--- src/rtl/perf_display.sv ---
// perf_display: periodic sampler that turns an unsigned value into display
// digits in hex or decimal form, with overflow saturation and optional
// leading-zero blanking.
//
// Ports:
//   clk      - clock; all state changes on the rising edge
//   rst      - asynchronous, active-low reset
//   value    - unsigned quantity to display (DATA_W bits)
//   mode     - 0 = hex, 1 = decimal; sampled together with value
//   blank_lz - 1 = blank leading zero digits; sampled together with value
//   hold     - 1 = freeze the display (refresh ticks are skipped)
//   digits   - DIGITS 4-bit digits, digit 0 in bits [3:0]
//   blank    - bit i set means digit i is shown dark
//   ovf      - last sampled value did not fit in DIGITS digits
//   busy     - a capture is being processed
//   update   - one-cycle pulse when new display contents take effect
module perf_display #(
  parameter int unsigned DATA_W       = 32,
  parameter int unsigned DIGITS       = 6,
  parameter int unsigned REFRESH_LOG2 = 17
) (
  input  logic                  clk,
  input  logic                  rst,
  input  logic [DATA_W-1:0]     value,
  input  logic                  mode,
  input  logic                  blank_lz,
  input  logic                  hold,
  output logic [4*DIGITS-1:0]   digits,
  output logic [DIGITS-1:0]     blank,
  output logic                  ovf,
  output logic                  busy,
  output logic                  update
);

  localparam int unsigned BW = 4 * DIGITS;
  localparam int unsigned CW = $clog2(DATA_W);

  typedef enum logic [1:0] {IDLE, HEX, CONV, DONE} state_t;

  state_t                  state, state_nxt;
  logic [REFRESH_LOG2-1:0] refresh_cnt;
  logic                    tick;
  logic                    capture;

  logic [DATA_W-1:0]       shift_q;
  logic                    mode_q;
  logic                    blz_q;
  logic [BW-1:0]           bcd_q;
  logic [BW-1:0]           bcd_adj;
  logic                    bcd_ovf_q;
  logic [CW-1:0]           bit_cnt;

  logic [31:0]             val_ext;
  logic [BW-1:0]           hex_digits;
  logic                    hex_ovf;
  logic [BW-1:0]           disp_digits;
  logic [DIGITS-1:0]       disp_blank;
  logic                    disp_ovf;
  logic                    zero_run;

  assign tick    = (refresh_cnt == '0);
  assign capture = (state == IDLE) && tick && !hold;
  assign busy    = (state != IDLE);

  // State register
  always_ff @(posedge clk or negedge rst) begin
    if (!rst) state <= IDLE;
    else      state <= state_nxt;
  end

  // Next-state logic
  always_comb begin
    state_nxt = state;
    case (state)
      IDLE:    if (capture) state_nxt = mode ? CONV : HEX;
      HEX:     state_nxt = IDLE;
      CONV:    if (bit_cnt == CW'(DATA_W - 1)) state_nxt = DONE;
      DONE:    state_nxt = IDLE;
      default: state_nxt = IDLE;
    endcase
  end

  // Double-dabble correction: every nibble >= 5 gets +3 before the shift
  always_comb begin
    bcd_adj = bcd_q;
    for (int unsigned i = 0; i < DIGITS; i++) begin
      if (bcd_q[4*i +: 4] >= 4'd5) bcd_adj[4*i +: 4] = bcd_q[4*i +: 4] + 4'd3;
    end
  end

  // Hex view: the captured value is still unshifted while in HEX
  assign val_ext    = 32'(shift_q);
  assign hex_digits = val_ext[BW-1:0];
  assign hex_ovf    = |(val_ext >> BW);

  // Final display image, including overflow saturation and blanking
  always_comb begin
    disp_ovf    = mode_q ? bcd_ovf_q : hex_ovf;
    disp_digits = mode_q ? bcd_q : hex_digits;
    if (disp_ovf) disp_digits = mode_q ? {DIGITS{4'h9}} : '1;
    disp_blank = '0;
    zero_run   = 1'b1;
    // Walk from the top digit down; digit 0 is never blanked
    for (int unsigned j = 0; j + 1 < DIGITS; j++) begin
      zero_run = zero_run & (disp_digits[4*(DIGITS-1-j) +: 4] == 4'h0);
      disp_blank[DIGITS-1-j] = blz_q & ~disp_ovf & zero_run;
    end
  end

  // Datapath and display registers
  always_ff @(posedge clk or negedge rst) begin
    if (!rst) begin
      refresh_cnt <= '0;
      shift_q     <= '0;
      mode_q      <= 1'b0;
      blz_q       <= 1'b0;
      bcd_q       <= '0;
      bcd_ovf_q   <= 1'b0;
      bit_cnt     <= '0;
      digits      <= '1;
      blank       <= '0;
      ovf         <= 1'b0;
      update      <= 1'b0;
    end else begin
      refresh_cnt <= refresh_cnt + REFRESH_LOG2'(1);
      update      <= 1'b0;
      if (capture) begin
        shift_q   <= value;
        mode_q    <= mode;
        blz_q     <= blank_lz;
        bcd_q     <= '0;
        bcd_ovf_q <= 1'b0;
        bit_cnt   <= '0;
      end
      if (state == CONV) begin
        shift_q   <= shift_q << 1;
        bcd_q     <= {bcd_adj[BW-2:0], shift_q[DATA_W-1]};
        bcd_ovf_q <= bcd_ovf_q | bcd_adj[BW-1];
        bit_cnt   <= bit_cnt + CW'(1);
      end
      if (state == HEX || state == DONE) begin
        digits <= disp_digits;
        blank  <= disp_blank;
        ovf    <= disp_ovf;
        update <= 1'b1;
      end
    end
  end

endmodule

--- config.mk ---
export PLATFORM = sky130hd
export DESIGN_NAME = perf_display
export DESIGN_NICKNAME = d
export VERILOG_FILES = /design/src/rtl/perf_display.sv
export SDC_FILE = /design/constraint.sdc
export NUM_CORES = 1
export LEC_CHECK = 0
export ABC_CLOCK_PERIOD_IN_PS = 2630
export BUFFER_PORTS_ARGS = -buffer_cell sky130_fd_sc_hd__buf_4
export CORE_AREA = 5 5 124 172
export CTS_BUF_LIST = sky130_fd_sc_hd__clkbuf_4
export CTS_CLUSTER_DIAMETER = 80
export CTS_CLUSTER_SIZE = 8
export DETAILED_ROUTE_END_ITERATION = 8
export DIE_AREA = 0 0 129 177
export RECOVER_POWER = 100
export SYNTH_ARGS = -nofsm -noshare
export SYNTH_HDL_FRONTEND = slang
export SYNTH_SLANG_ARGS = --single-unit
--- constraint.sdc ---
create_clock -name clk -period 2.63 [get_ports clk]
set_input_delay 0.263 -clock clk [delete_from_list [all_inputs] [get_ports clk]]
set_output_delay 0.263 -clock clk [all_outputs]
set_load 0.01 [all_outputs]
## Word level (Yosys, flattened, before mapping)

Index checks and enable logic that the tools add are counted.

- Bits in registers: 114
- Input bits: 37
- Output and inout port bits: 33

- Add/subtract/negate cells: 8
- Order comparisons: 6
- Eq/ne operators: 6
- Mux-type cells: 23
- Bitwise logic cells: 12
- Reduce and logical (&&, ||, !) cells: 16

Operator list:

| kind | count |
|---|---|
| two-way mux 24 bit | 4 |
| two-way mux 32 bit | 2 |
| adder 4 x 2 -> 4 bit (second input constant) | 6 |
| greater-or-equal comparator 4 x 3 -> 1 bit (second input constant) | 6 |
| two-way mux 4 bit | 6 |
| two-way mux 23 bit | 1 |
| logical NOT 4 bit | 5 |
| adder 17 x 1 -> 17 bit (second input constant) | 1 |
| logical NOT 17 bit | 1 |
| AND 1 bit | 10 |
| two-way mux 5 bit | 2 |
| OR reduction 8 bit | 1 |
| two-way mux 2 bit | 3 |
| case mux 2 bit (3 select lines) | 1 |
| adder 5 x 1 -> 5 bit (second input constant) | 1 |
| == test 5 bit (second input constant) | 1 |
| == test 2 bit (second input constant) | 2 |
| two-way mux 1 bit | 4 |
| inequality test 2 bit (second input constant) | 2 |
| nonzero test 2 bit | 2 |
| == test 2 x 1 -> 1 bit (second input constant) | 1 |
| logical AND 1 bit | 2 |
| logical NOT 2 bit | 1 |
| AND reduction 2 bit | 1 |
| 5 further kinds | 5 |

## Longest topological paths before layout

- Depth after elaboration: 9
- Mapped depth: 8
- Depth with buffers taken out: 7

## Worst setup path before layout

OpenSTA, ideal clock, no wires.

- Path type: reg-to-reg
- From: reg refresh_cnt[14]
- To: reg shift_q[10]
- Data arrival time: 2.044 ns
- Data required time: 2.498 ns
- Slack: 0.454 ns
- Stages on the path, launching flop included: 8
- Path through: dfrtp_1 > or4_1 > or4_1 > buf_2 > nor2_8 > buf_12 > mux2i_1 > o21ai_1

- Word-level cells in the longest chain between the ends: 4

RTL lines:

| what | RTL line | text |
|---|---|---|
| start, declared | 41 | `logic [REFRESH_LOG2-1:0] refresh_cnt;` |
| start signal, assigned | 125 | `refresh_cnt <= refresh_cnt + REFRESH_LOG2'(1);` |
| logical NOT 17 bit | 61 | `assign tick = (refresh_cnt == '0);` |
| logical AND 1 bit (2 in series) | 62 | `assign capture = (state == IDLE) && tick && !hold;` |
| nonzero test 2 bit (no line) | -- |  |
| end signal, assigned | 128 | `shift_q <= value;` |
| end signal, assigned | 136 | `shift_q <= shift_q << 1;` |
| end, declared | 45 | `logic [DATA_W-1:0] shift_q;` |

No other way between the ends.
A chain may end at the register's enable or synchronous reset.

## Worst setup path after layout

- From: reg refresh_cnt[14]
- To: reg shift_q[13]

Same word-level chain as after synthesis.

==> results.sh <==
export IMPL_postSynthCellCount=584
export IMPL_overflow=0
export IMPL_setup_viol=0
export IMPL_synth_top_area_cell="dfrtp_1"
export IMPL_finalCritPeriodShare_pct=91.4
export IMPL_vias_per_cell=4.81
export IMPL_synth_top_area_share_pct=39.1
export IMPL_worstPathRequired_ns=3.01
export IMPL_routed_wirelength_um=14900
export IMPL_p_seq_share_pct=54.3
export IMPL_root_buffer="clkbuf_4"
export IMPL_pre_cts_ws_ns=0.281
export IMPL_avgSynthCellArea_sq_um=9.86
export IMPL_power_switching_w=0.000730
export IMPL_cp_common_cell="or4_1"
export IMPL_final_core_util_pct=35.9
export IMPL_yosysMostFrequentCell="dfrtp_1"
export IMPL_worst_setup_path_start_kind="register"
export IMPL_hold_class="in2reg"
export IMPL_antenna_found_initial=0
export IMPL_drive_gt1_share_pct=15.5
export IMPL_start_util_pct=29.2
export IMPL_die_area_sq_um=22800
export IMPL_ys_types=49
export IMPL_finalMaxSlewViolations=0
export IMPL_hold_start="value[13]"
export IMPL_final_nets=739
export IMPL_drc=0
export IMPL_grt_max_degree=77
export IMPL_fin_area_sq_um=7070
export IMPL_core_area_sq_um=19700
export IMPL_hold_viol=0
export IMPL_combPwrFrac_pct=3.8
export IMPL_ff2ff_path_depth=6
export IMPL_dp_hpwl_um=10400
export IMPL_diodes=0
export IMPL_cts_setup_buffers=0
export IMPL_cpMaxStageDelayCell="or4_1"
export IMPL_rrSetupSlack_ns=0.23
export IMPL_die_h_um=177
export IMPL_switching_share_pct=22.6
export IMPL_fmax_mhz=416
export IMPL_r2r_start="refresh_cnt[14]"
export IMPL_ant_nets=0
export IMPL_period_needed_ns=2.40
export IMPL_clk_latency_ns=0.55
export IMPL_cts_sinks=114
export IMPL_synth_nets=637
export IMPL_synthTopCellsByCount="90 x dfrtp_1, 67 x nand2_1, 44 x mux2i_1"
export IMPL_cts_max_level=4
export IMPL_fin_ws_ns=0.226
export IMPL_globalplace_congestion=0.874
export IMPL_hold_path_end="shift_q[13]"
export IMPL_io_pins=70
export IMPL_synthFlopType="dfrtp_1"
export IMPL_async_reset_ff_share_pct=100
export IMPL_clk_pin_slew_ns=0.09
export IMPL_wl_per_cell_um=15.6
export IMPL_synth_edff_count=0
export IMPL_cp_top_family="simple AND/OR/NAND/NOR gates"
export IMPL_grt_pass1_wl_um=23300
export IMPL_worstSetupEndpointType="register"
export IMPL_ys_seq_area_share_pct=50.1
export IMPL_critPathMaxStageDelay_ns=0.56
export IMPL_cp_num_buf_inv=1
export IMPL_netlist_area_sq_um=5760
export IMPL_clock_skew_ns=0.0252
export IMPL_min_path_cells=3
export IMPL_die_w_um=129
export IMPL_vias=4574
export IMPL_grt_pass1_vias=4518
export IMPL_maxCapViolCount=0
export IMPL_cts_buffers=17
export IMPL_clock_power_share_pct=41.9
export IMPL_synth_seq_cells=114
export IMPL_outcome="finished clean"
export IMPL_slew_headroom_pct=21.7
export IMPL_p_int_w=0.00250
export IMPL_io_buffers=68
export IMPL_power_leakage_nw=3.01
export IMPL_worstPathCellList="or4_1 -> or4_1 -> nor2_8 -> buf_12 -> mux2i_1 -> o21ai_0"
export IMPL_r2r_end="shift_q[13]"
export IMPL_critical_path_class="reg2reg"
export IMPL_rsz0062_at_grt="false"
export IMPL_setup_tns_ns=0
export IMPL_yosys_warnings=0
export IMPL_fillers=2031
export IMPL_num_rows=61
export IMPL_cts_buffer_depth=2
export IMPL_cp_arrival_ns=2.79
export IMPL_areaGrowthSynthToFinish_pct=22.8
export IMPL_worst_pin_slew_ns=1.18
export IMPL_track_usage_pct=13.1
export IMPL_power_density_nw_per_um2=457
export IMPL_first_pass_iters=4
export IMPL_ir_worst_vdd_mv=0.153
export IMPL_cts_tree="done"
export IMPL_synthTopCellsByArea="dfrtp_1 39%, dfstp_2 11%, mux2i_1 7.7%, nand2_1 4.4%, ha_1 3.5%"
export IMPL_cp_max_fo=39
export IMPL_post_dp_cell_area_sq_um=6550
export IMPL_first_iter_violations=231
-- repair_timing --
| action | 4_1_cts | 5_1_grt |
|---|---|---|
| resized for setup | 0 | 0 |
| hold endpoints to repair | 138 | 0 |
| hold buffers | 34 | 0 |
-- per-stage QoR --
stage / hold WS [ns] / std cells / power (W)
floorplan: -0.0326 / 584 / 0.00179
global placement: 0.175 / 885 / 0.00188
detailed placement: 0.178 / 885 / 0.00188
CTS: 0.00978 / 951 / 0.00329
global route: 0.0902 / 951 / 0.00336
finish: 0.0806 / 951 / 0.00323
-- sequential cells by signal (all words and copies together) (netlist names) --
name / flops
shift_q: 32
bcd_q: 24
digits: 24
refresh_cnt: 17
bit_cnt: 5
blank: 5
state: 2
bcd_ovf_q: 1
blz_q: 1
mode_q: 1
ovf: 1
update: 1
-- cell usage in the layout, fill, tap and decap left out, drive strengths merged, types with 2 or more instances in the layout --
cell type	Yosys	layout
a21oi	32	32
a32o	6	6
and3	6	6
buf	8	56
bufinv	0	3
clkbuf	25	46
clkinv	0	7
clkinvlp	0	2
dfrtp	90	90
dfstp	24	24
dlygate4sd3	0	34
ha	16	16
inv	32	32
mux2	2	2
mux2i	44	44
nand2	67	67
nand2b	13	13
nand3	12	12
nand3b	5	5
nand4	6	6
nor2	44	44
nor2b	3	3
nor3	5	5
nor4	5	5
o21ai	59	59
o22ai	17	17
o311ai	6	6
o31ai	8	8
o32ai	4	4
or2	2	2
or4	2	2
xnor2	15	15
xor2	11	11
-- power by group through the flow --
stage / combinational, W / clock, W / sequential, W
finish: 0.000122 / 0.00135 / 0.00175
global route: 0.000136 / 0.00147 / 0.00175
CTS: 0.000131 / 0.00140 / 0.00175
detailed placement: 0.0000904 / 0 / 0.00179
global placement: 0.0000914 / 0 / 0.00179
floorplan: 0.00000323 / 0 / 0.00179
-- metal layers --
layer	wire length (um)	vias to the layer above	track usage, %
li1	-	2255	-
met1	6260	2200	15.7
met2	7530	92	22.4
met3	637	27	3.14
met4	426	0	5.30
met5	0	-	0
-- cell families after synthesis --
kind of cell             after synthesis  synth area share [%]
AO/OA/AOI/OAI                        143                  15.0
AND/OR/NAND/NOR                      173                  14.2
XOR/XNOR                              26                  3.96
buffers and inverters                 65                  5.24
adder cells (fa/ha/maj)               16                  3.48
multiplexers                          46                  8.04
flip-flops                           114                  50.1
other                                  1                0.0652
-- worst reg2reg max path: stages (launching register included) --
cell     delay (ns)
dfrtp_1        0.43
or4_1          0.51
or4_1          0.56
nor2_8         0.15
buf_12         0.26
mux2i_1        0.24
o21ai_0        0.11
-- final cells by class --
class | instances | area [sq um] | share of cell area, %
Inverter | 32 | 120 | 1.70
Clock inverter | 12 | 140 | 1.98
Tap cell | 252 | 315 | 4.46
Clock buffer | 20 | 150 | 2.12
Multi-Input combinational cell | 405 | 2580 | 36.5
Timing Repair Buffer | 116 | 881 | 12.5
Sequential cell | 114 | 2880 | 40.8
-- worst max-delay path by stage --
stage	from	cells after the start	slack, ns	to
after floorplan	refresh_cnt[14]	7	0.45	shift_q[10]
after global routing	refresh_cnt[14]	6	0.08	shift_q[15]
after CTS	refresh_cnt[14]	6	0.26	shift_q[13]
final	refresh_cnt[14]	6	0.23	shift_q[13]
after detailed placement	refresh_cnt[14]	6	0.28	shift_q[13]
after global placement	refresh_cnt[14]	6	0.30	shift_q[5]
Note: power is estimated with default switching activity, not from simulation.
